File: src/rtl/uart_cmd_parser.sv
// UART command-frame parser: turns HEADER/ADDR/DHI/DLO/CSUM byte frames into
// single-cycle register-write strobes; bad-checksum or stalled frames raise an error pulse.
module uart_cmd_parser #(
    parameter logic [7:0]  HEADER      = 8'hAA,
    parameter int unsigned TIMEOUT_CYC = 100000
) (
    input  logic        clk,
    input  logic        rst_n,
    input  logic [7:0]  data_byte,
    input  logic        rx_done,
    output logic        wr_en,
    output logic [7:0]  wr_addr,
    output logic [15:0] wr_data,
    output logic        frame_err,
    output logic [1:0]  err_code,
    output logic        busy
);

    typedef enum logic [2:0] {
        S_IDLE,
        S_ADDR,
        S_DHI,
        S_DLO,
        S_CSUM
    } state_t;

    typedef enum logic [1:0] {
        ERR_NONE    = 2'b00,
        ERR_CSUM    = 2'b01,
        ERR_TIMEOUT = 2'b10
    } err_t;

    localparam logic [19:0] TMO_LIMIT = 20'(TIMEOUT_CYC);

    state_t      state_q,     state_d;
    logic [7:0]  acc_q,       acc_d;
    logic [7:0]  addr_sh_q,   addr_sh_d;
    logic [7:0]  hi_sh_q,     hi_sh_d;
    logic [7:0]  lo_sh_q,     lo_sh_d;
    logic [19:0] tmo_cnt_q,   tmo_cnt_d;
    logic        wr_en_q,     wr_en_d;
    logic [7:0]  wr_addr_q,   wr_addr_d;
    logic [15:0] wr_data_q,   wr_data_d;
    logic        frame_err_q, frame_err_d;
    err_t        err_code_q,  err_code_d;
    logic        busy_q,      busy_d;

    always_comb begin
        // NOTE: every signal gets its default before the case so no path leaves
        // one unassigned; a missing default here would infer a latch.
        state_d     = state_q;
        acc_d       = acc_q;
        addr_sh_d   = addr_sh_q;
        hi_sh_d     = hi_sh_q;
        lo_sh_d     = lo_sh_q;
        tmo_cnt_d   = tmo_cnt_q;
        wr_en_d     = 1'b0;
        wr_addr_d   = wr_addr_q;
        wr_data_d   = wr_data_q;
        frame_err_d = 1'b0;
        err_code_d  = err_code_q;

        case (state_q)
            S_IDLE: begin
                if (rx_done && (data_byte == HEADER)) begin
                    state_d = S_ADDR;
                    acc_d   = '0;
                end
            end
            S_ADDR: begin
                if (rx_done) begin
                    addr_sh_d = data_byte;
                    acc_d     = acc_q + data_byte;
                    state_d   = S_DHI;
                end
            end
            S_DHI: begin
                if (rx_done) begin
                    hi_sh_d = data_byte;
                    acc_d   = acc_q + data_byte;
                    state_d = S_DLO;
                end
            end
            S_DLO: begin
                if (rx_done) begin
                    lo_sh_d = data_byte;
                    acc_d   = acc_q + data_byte;
                    state_d = S_CSUM;
                end
            end
            S_CSUM: begin
                if (rx_done) begin
                    state_d = S_IDLE;
                    if (data_byte == acc_q) begin
                        wr_en_d   = 1'b1;
                        wr_addr_d = addr_sh_q;
                        wr_data_d = {hi_sh_q, lo_sh_q};
                    end else begin
                        frame_err_d = 1'b1;
                        err_code_d  = ERR_CSUM;
                    end
                end
            end
            default: state_d = S_IDLE;
        endcase

        // A byte arriving on the limit cycle wins over the timeout.
        if ((state_q == S_IDLE) || rx_done) begin
            tmo_cnt_d = '0;
        end else if (tmo_cnt_q >= TMO_LIMIT) begin
            tmo_cnt_d   = '0;
            state_d     = S_IDLE;
            frame_err_d = 1'b1;
            err_code_d  = ERR_TIMEOUT;
        end else begin
            tmo_cnt_d = tmo_cnt_q + 1'b1;
        end

        busy_d = (state_d != S_IDLE);
    end

    // NOTE: sequential state uses non-blocking assignments so every flop samples
    // the pre-edge value of its neighbours, independent of statement order.
    // The small shadow/accumulator registers are reset along with the rest so a
    // mid-frame reset leaves nothing stale behind.
    always_ff @(posedge clk or negedge rst_n) begin
        if (!rst_n) begin
            state_q     <= S_IDLE;
            acc_q       <= '0;
            addr_sh_q   <= '0;
            hi_sh_q     <= '0;
            lo_sh_q     <= '0;
            tmo_cnt_q   <= '0;
            wr_en_q     <= 1'b0;
            wr_addr_q   <= '0;
            wr_data_q   <= '0;
            frame_err_q <= 1'b0;
            err_code_q  <= ERR_NONE;
            busy_q      <= 1'b0;
        end else begin
            state_q     <= state_d;
            acc_q       <= acc_d;
            addr_sh_q   <= addr_sh_d;
            hi_sh_q     <= hi_sh_d;
            lo_sh_q     <= lo_sh_d;
            tmo_cnt_q   <= tmo_cnt_d;
            wr_en_q     <= wr_en_d;
            wr_addr_q   <= wr_addr_d;
            wr_data_q   <= wr_data_d;
            frame_err_q <= frame_err_d;
            err_code_q  <= err_code_d;
            busy_q      <= busy_d;
        end
    end

    assign wr_en     = wr_en_q;
    assign wr_addr   = wr_addr_q;
    assign wr_data   = wr_data_q;
    assign frame_err = frame_err_q;
    assign err_code  = err_code_q;
    assign busy      = busy_q;

endmodule
File: config.mk
export PLATFORM = sky130hd
export DESIGN_NAME = uart_cmd_parser
export DESIGN_NICKNAME = d
export VERILOG_FILES = /design/src/rtl/uart_cmd_parser.sv
export SDC_FILE = /design/constraint.sdc
export NUM_CORES = 1
export LEC_CHECK = 0
export BUFFER_PORTS_ARGS = -buffer_cell sky130_fd_sc_hd__buf_2
export CAP_MARGIN = 20
export CELL_PAD_IN_SITES_DETAIL_PLACEMENT = 0
export CELL_PAD_IN_SITES_GLOBAL_PLACEMENT = 1
export CORE_ASPECT_RATIO = 1.1
export CORE_UTILIZATION = 53
export CTS_BUF_LIST = sky130_fd_sc_hd__clkbuf_8
export DETAILED_ROUTE_END_ITERATION = 12
export PLACE_DENSITY = 0.87
export SYNTH_ARGS = -nofsm -noshare
export SYNTH_HDL_FRONTEND = slang
export SYNTH_SLANG_ARGS = --single-unit
export TNS_END_PERCENT = 100
File: constraint.sdc
create_clock -name clk -period 4.9 [get_ports clk]
set_input_delay 0.49 -clock clk [delete_from_list [all_inputs] [get_ports clk]]
set_output_delay 0.49 -clock clk [all_outputs]
set_load 0.03 [all_outputs]
==> results.cfg, run 1 <==
[run_status]
outcome = finished, final reports clean

[die]
rows = 31
ios = 40
die-area_sq_mm = 0.00738
start_util = 0.556
core_sq_mm = 0.00671
dieHeight_um = 90
die_w_um = 82

[clocking]
cts_root_buffer = clkbuf_8
worst_skew_pair.late_latency_ns = 0.36
htree_num_levels = 3
cts_resized = 0
clk_pin_slew_ns = 0.08
cts_made_buffers = 9
cts_buffer_depth = 2
cts_tree = built
post_cts_buffers = 0
clock-sinks = 84

[timing]
fmax_ghz = 0.414
rsz0062_at_grt = false
finalHoldViolations = 0
setup-tns-final_ns = 0
fin_crit_sh = 0.493
tightestPinTransition_ns = 0.904
hold_ws_ns = 0.423
relSlewSlack = 0.395
setup_viol = 0
slew_viol_final = 0
min_period_ns = 2.42
skew_ns = 0.00757

[pwr]
leakage_uw = 0.00212
pwr_density_cell_mw_per_mm2 = 343
power_uw = 1470
vdd_drop_max_v = 0.000275

[finish]
nets = 376
utilization = 0.637
final_cell_count_no_fill = 442
diodes = 0
layout-drive-gt1-share = 0.300
syn_to_final_growth_pct = 14.5
final_cell_mix = dfrtp_1 (84), mux2_2 (47), buf_2 (38)
final_common_cell = dfrtp_1

[setup_path]
endpoint_kind = flip-flop
required_ns = 5.14
critical_path_class = reg2reg
cp_max_fo = 18
cp_data_arrival_time_ns = 2.66
start_kind = flip-flop

[job]
maxCapViolCount = 0

[logic_synthesis]
syn_avg_cell_area_sq_um = 12.2
synth-seq-area-share = 0.563
yosysWarnings = 0
synth_cells = 306
syn_area_sq_mm = 0.00373
synth_flop_cell = dfrtp_1
synth-seq-cells = 84
yosysUniqueCellTypes = 47
postSynth.asyncResetShare = 1.00
synth_edf_count = 0

[global_route]
grt_usage = 0.213
antenna_found_initial = 0
first_global_vias = 2418
grt_max_degree = 85
grt_pass1_wl_mm = 11.7
overflow = 0

[drt]
drt_wl_total_mm = 6.85
ant_nets = 0
firstDrtPassIters = 4
wire_per_inst_um = 15.5
drc = 0
drt_iter0_markers = 65
vias = 2418
via_per_inst = 5.47

[placed_design]
gp_congestion = 0.857
io_buffers = 39
hpwl_mm = 4.83
place_inst = 424

[min_path]
hold_path_class = in2reg
==> worst max-delay path: stages (launching register included) <==
cell and delay (ns):
dfrtp_1 0.39, ha_1 0.34, nor4_1 0.27, and4_1 0.27, nand4b_1 0.36, buf_4 0.36
mux2_2 0.30
==> cell type report <==
type                    count  area (sq um)
flip-flops and latches     84          2100
inverters                  11          41.3
repair buffers             42           243
clock buffers               9           124
multi-input cells         207          1570
clock inverters             7          92.6
fillers                   537          2440
well taps                  82           103
==> state kept, by name, summed over array words and instances (netlist names) <==
name and count:
addr_sh_q 8, wr_data 16, tmo_cnt_q 20, acc_q 8
err_code 2, frame_err 1, busy 1, state_q 3
hi_sh_q 8, wr_en 1, wr_addr 8, lo_sh_q 8
==> stage by stage <==
stage	worst slack, ns	cell area, sq um
floorplan	2.73	3740
global placement	2.33	4020
detailed placement	2.19	4020
CTS	2.46	4240
global route	2.29	4270
finish	2.48	4270
==> routing by layer <==
layer / GRT usage / vias up / routed length (um)
met2: 0.326 / 40 / 3320
li1: - / 1170 / -
met1: 0.284 / 1198 / 3170
met5: 0 / - / 0
met3: 0.0609 / 10 / 225
met4: 0.0789 / 0 / 130
==> power by group <==
| group | total (uW) | switching (uW) | internal [uW] |
|---|---|---|---|
| Sequential | 754 | 24.3 | 730 |
| Combinational | 179 | 98.6 | 80.7 |
| Clock | 533 | 247 | 286 |
==> synthesized netlist by cell type (all sizes together) (4+ instances only) <==
library cell  number  area, sq um
nor2b              4         25.0
nand2b             7         43.8
nand2             20         75.1
xnor2              7         61.3
inv               11         41.3
xor2              11         96.3
mux2              47          529
nand3              7         35.0
a21oi              6         33.8
buf                4         20.0
dfrtp             84         2100
nor2              29          109
ha                 9          113
o21ai             12         60.1
==> what timing repair did <==
item	4_1_cts	5_1_grt
hold buffers	0	1
hold endpoints to repair	0	11
endpoints found under the setup margin	0	0
==> worst paths after layout <==
check | slack [ns] | cells after the start | start | endpoint
worst min-delay path | 0.42 | 2 | data_byte[1] | addr_sh_q[1]$_DFFE_PN0P_
min in group asynchronous | 0.51 | 2 | rst_n | err_code[1]$_DFF_PN0_
worst max-delay path | 2.48 | 6 | acc_q[5]$_DFFE_PN0P_ | wr_addr[5]$_DFFE_PN0P_
worst max register to register | 2.48 | 6 | acc_q[5]$_DFFE_PN0P_ | wr_addr[5]$_DFFE_PN0P_
max in group asynchronous | 3.80 | 3 | rst_n | acc_q[7]$_DFFE_PN0P_
worst min register to register | 0.49 | 2 | lo_sh_q[1]$_DFFE_PN0P_ | lo_sh_q[1]$_DFFE_PN0P_
==> cell families (layout without fill, tap and decap cells) <==
| family | Yosys count | after routing | share of synthesized area |
|---|---|---|---|
| xor+xnor | 18 | 18 | 0.0423 |
| buf+inv | 17 | 69 | 0.0184 |
| compound gates | 39 | 39 | 0.0711 |
| flops | 84 | 84 | 0.563 |
| fa+ha+maj | 10 | 10 | 0.0355 |
| mux | 47 | 47 | 0.142 |
| other cells | 1 | 3 | 0.00101 |
| simple gates | 90 | 90 | 0.126 |
Power figures use the tool's default switching activity.
==> inputs of run 2 (changes only) <==
Settings changed: CORE_UTILIZATION 53 to 49, PLACE_DENSITY 0.87 to 0.82.
Clock period 4.9 ns to 2.4 ns, I/O delays scaled along.
==> run 2 against run 1 <==
Net effect:
- non-clock buffer count is 6 higher
- clock-buffer cell count stayed put
- register-to-register slack lost 2.1 ns
==> results.cfg, run 2 (synthesis results as in run 1) <==
[timing]
relSlewSlack = 0.549
setup_viol = 0
min_period_ns = 2.02
finalHoldViolations = 0
fmax_ghz = 0.495
slew_viol_final = 0
tightestPinTransition_ns = 0.672
rsz0062_at_grt = false
fin_crit_sh = 0.842
setup-tns-final_ns = 0
skew_ns = 0.00952

[setup_path]
required_ns = 2.66
r2r-end = tmo_cnt_q[12]$_DFF_PN0_
cp_data_arrival_time_ns = 2.28
cp_max_fo = 17
start_kind = flip-flop
endpoint_kind = flip-flop
timing.reg2reg.setup_slack_ns = 0.38
reg2reg_from = tmo_cnt_q[12]$_DFF_PN0_
startpoint = tmo_cnt_q[12]$_DFF_PN0_
reg2reg_depth = 5
critical_path_class = reg2reg

[drt]
firstDrtPassIters = 4
vias = 2443
wire_per_inst_um = 15.8
via_per_inst = 5.39
drc = 0
drt_wl_total_mm = 7.16
ant_nets = 0
drt_iter0_markers = 106

[die]
start_util = 0.502
core_sq_mm = 0.00743
die-area_sq_mm = 0.00797
ios = 40
dieHeight_um = 93.5
die_w_um = 85.2
rows = 33

[finish]
nets = 382
final_common_cell = dfrtp_1
multiInputGateArea_sq_mm = 0.00157
final_cell_mix = dfrtp_1 (84), mux2_2 (47), buf_2 (38)
syn_to_final_growth_pct = 15.0
diodes = 0
utilization = 0.577
largest-register = tmo_cnt_q
nFillCells = 633
largest_register_ffs = 20
layout-drive-gt1-share = 0.314
seq_area_sq_mm = 0.00210

[pwr]
pwr_density_cell_mw_per_mm2 = 672
vdd_drop_max_v = 0.000418
leakage_uw = 0.00214
power_uw = 2880

[placed_design]
hpwl_mm = 5.15
io_buffers = 39
gp_congestion = 0.895

[clocking]
cts_buffer_depth = 2
htree_num_levels = 3
post_cts_buffers = 0
cts_root_buffer = clkbuf_8
cts_resized = 0
clock-sinks = 84
cts_tree = built
cts_made_buffers = 9
clk_pin_slew_ns = 0.08
worst_skew_pair.late_latency_ns = 0.34

[global_route]
overflow = 0
grt_max_degree = 45
first_global_vias = 2501
grt_usage = 0.197
antenna_found_initial = 0
grt_pass1_wl_mm = 11.9

[min_path]
hold_path_end = hi_sh_q[1]$_DFFE_PN0P_
hold_start = data_byte[1]
hold_path_class = in2reg
min_path_cells = 2

[run_status]
outcome = finished, final reports clean

[job]
maxCapViolCount = 0
==> run 2: cell types whose count changed in the layout (fill, tap and decap cells not counted), sizes merged <==
cell | previous run | this run
clkinv | 1 | 2
inv | 14 | 13
bufinv | 2 | 1
clkinvlp | 1 | 2
buf | 41 | 47
==> run 2: worst max-delay path, cell delays in order (launching register included) <==
cell,delay [ns]
dfrtp_1,0.43
or4_4,0.54
nor4_4,0.16
a21oi_2,0.12
nand2b_1,0.47
nor2_1,0.22
==> run 2: repair_timing <==
action,in CTS,in global routing
setup endpoints to repair,0,0
hold buffers,1,0
endpoints found under the hold margin,40,0
==> run 2: cell type report <==
| type | instances | area share |
|---|---|---|
| flip-flops and latches | 84 | 0.490 |
| multi-input cells | 207 | 0.365 |
| clock buffers | 9 | 0.0289 |
| inverters | 11 | 0.00962 |
| repair buffers | 48 | 0.0653 |
| well taps | 87 | 0.0254 |
| clock inverters | 7 | 0.0157 |
==> run 2: how the worst max path moves through the flow <==
stage	slack (ns)	end
2_1_floorplan	0.37	wr_data[10]$_DFFE_PN0P_
3_3_place_gp	0.39	tmo_cnt_q[6]$_DFF_PN0_
3_5_place_dp	0.34	wr_data[14]$_DFFE_PN0P_
4_1_cts	0.33	tmo_cnt_q[12]$_DFF_PN0_
5_1_grt	0.21	tmo_cnt_q[8]$_DFF_PN0_
6_report	0.38	tmo_cnt_q[12]$_DFF_PN0_
==> run 2: metal layers <==
layer / GRT usage / up-vias / share of wire
met5: 0 / - / 0
met3: 0.0406 / 13 / 0.033
li1: - / 1180 / -
met4: 0.0960 / 0 / 0.019
met2: 0.337 / 43 / 0.50
met1: 0.238 / 1207 / 0.45
==> run 2: through the flow <==
stage,cell area [sq um],hold slack [ns],setup WS [ns],std cells
floorplan,3740,-0.0556,0.371,308
global placement,4090,0.254,0.392,436
detailed placement,4090,0.258,0.343,436
CTS,4290,0.172,0.331,453
global route,4290,0.187,0.210,453
finish,4290,0.186,0.379,453
==> run 2: where the power goes <==
part,internal [uW],switching (uW),total [uW]
clock,477,500,977
combinational,165,206,370
sequential,1490,45.2,1540
total,2130,751,2880
==> inputs of run 3 (changes only) <==
Settings changed: CORE_UTILIZATION 49 to 44, PLACE_DENSITY 0.82 to 0.77.
Clock period 2.4 ns to 1.69 ns, I/O delays scaled along.
==> run 3 against run 2 <==
Net effect:
- hold slack lost 0.037 ns
- power up 55%
- global-route usage down 0.24 points
- sequential share of layout area shrank 7.0 points
- the flow now finishes with violations (negative setup slack)
- clock power increased by 46%
- highest routed layer unchanged
- critical path depth increased by 2
- via count increased by 11%
- clock skew rose by 0.0030 ns
- combinational power up 130%
- sequential power up 42%
- clock-buffer cell count is the same
==> results.cfg, run 3 (synthesis results as in run 1) <==
[setup_path]
cp_data_arrival_time_ns = 2.24
reg2reg_from = acc_q[5]$_DFFE_PN0P_
reg2reg_depth = 7
critical_path_class = reg2reg
r2r-end = wr_data[6]$_DFFE_PN0P_
cp_max_fo = 12
timing.reg2reg.setup_slack_ns = -0.29
required_ns = 1.94
start_kind = flip-flop
endpoint_kind = flip-flop

[timing]
setup-tns-final_ns = -9.23
fin_crit_sh = 1.17
relSlewSlack = 0.458
min_period_ns = 1.98
skew_ns = 0.0126
fmax_ghz = 0.504
rsz0062_at_grt = true
hold_ws_ns = 0.149
fin_ws_ns = -0.295
finalHoldViolations = 0
tightestPinTransition_ns = 0.810
setup_viol = 50
slew_viol_final = 0

[drt]
drt_wl_total_mm = 8.28
ant_nets = 0
drc = 0
via_per_inst = 5.13
firstDrtPassIters = 4
wire_per_inst_um = 15.7
drt_iter0_markers = 123
vias = 2700

[die]
dieHeight_um = 98.6
start_util = 0.462
ios = 40
die_w_um = 89.8
rows = 34
die-area_sq_mm = 0.00885
core_sq_mm = 0.00808

[clocking]
cts_made_buffers = 9
clk_pin_slew_ns = 0.10
clock-sinks = 84
cts_tree = built
htree_num_levels = 3
worst_skew_pair.late_latency_ns = 0.37
cts_root_buffer = clkbuf_8
cts_buffer_depth = 2

[finish]
final_common_cell = dfrtp_1
layout-drive-gt1-share = 0.486
nets = 434
diodes = 0
largest_register_ffs = 20
final_cell_mix = dfrtp_1 (84), buf_4 (49), mux2_2 (47)
utilization = 0.619
largest-register = tmo_cnt_q
syn_to_final_growth_pct = 34.1

[global_route]
grt_max_degree = 37
grt_pass1_wl_mm = 13.4
first_global_vias = 2700
antenna_found_initial = 0
grt_usage = 0.195
overflow = 0

[job]
maxCapViolCount = 0

[pwr]
leakage_uw = 0.00246
vdd_drop_max_v = 0.000605
pwr_density_cell_mw_per_mm2 = 895
power_uw = 4480

[min_path]
hold_start = data_byte[7]
min_path_cells = 2
hold_path_class = in2reg
hold_path_end = lo_sh_q[7]$_DFFE_PN0P_

[run_status]
outcome = finished with violations
violations = negative setup slack

[placed_design]
io_buffers = 39
hpwl_mm = 5.51
gp_congestion = 0.845
[run 3: cell count changes in the layout (fill, tap and decap cells not counted), moves of 3 or more]
cell and delta:
inv_8 +3, ha_1 -6, o21ai_0 -4, buf_6 +6, buf_4 +41, nor2_1 -10, nand2b_4 +3, nor2_2 +8
ha_4 +5
[run 3: final cells by class]
class,instances,area [sq um]
repair buffers,98,721
clock buffers,9,124
well taps,108,135
flip-flops and latches,84,2100
clock inverters,7,76.3
inverters,11,41.3
multi-input cells,209,1800
fillers,655,3080
[run 3: how the worst max path moves through the flow]
stage,start,depth (start not counted),slack (ns),end
after global routing,acc_q[5]$_DFFE_PN0P_,7,-0.35,wr_data[6]$_DFFE_PN0P_
after floorplan,acc_q[5]$_DFFE_PN0P_,6,-0.28,wr_data[10]$_DFFE_PN0P_
final,acc_q[5]$_DFFE_PN0P_,7,-0.29,wr_data[6]$_DFFE_PN0P_
after CTS,acc_q[5]$_DFFE_PN0P_,6,-0.26,wr_data[2]$_DFFE_PN0P_
after global placement,acc_q[5]$_DFFE_PN0P_,6,-0.28,wr_addr[5]$_DFFE_PN0P_
after detailed placement,acc_q[5]$_DFFE_PN0P_,6,-0.32,wr_addr[4]$_DFFE_PN0P_
[run 3: timing repair]
action                     4_1_cts  5_1_grt
pin swaps                       13       12
hold endpoints to repair        33        0
resized for setup               22       25
buffers inserted                 6        5
cloned                           2        1
hold buffers                     1        0
setup endpoints to repair       53       53
[run 3: layer usage]
| metal | track usage | wire [um] |
|---|---|---|
| met1 | 0.249 | 3680 |
| met2 | 0.335 | 4240 |
| met3 | 0.0424 | 250 |
| met4 | 0.0567 | 107 |
| met5 | 0 | 0 |
[run 3: worst max-delay path, cell delays in order (launching register included)]
cell and delay [ns]:
dfrtp_1 0.42, ha_4 0.24, nor4_4 0.26, and4_1 0.24, nand4b_1 0.13, buf_6 0.16, clkbuf_16 0.16, mux2_2 0.27
[run 3: metrics by stage]
stage               instances  worst slack, ns  cell area (sq um)
finish                    526           -0.295               5000
detailed placement        497           -0.317               4490
floorplan                 308           -0.285               3810
global placement          497           -0.281               4490
CTS                       521           -0.258               4860
global route              526           -0.354               5000
[run 3: power by group]
group          leakage [uW]  internal, uW  switching [uW]
combinational       0.00121           446             404
clock              0.000103           587             845
sequential          0.00115          2120            77.9
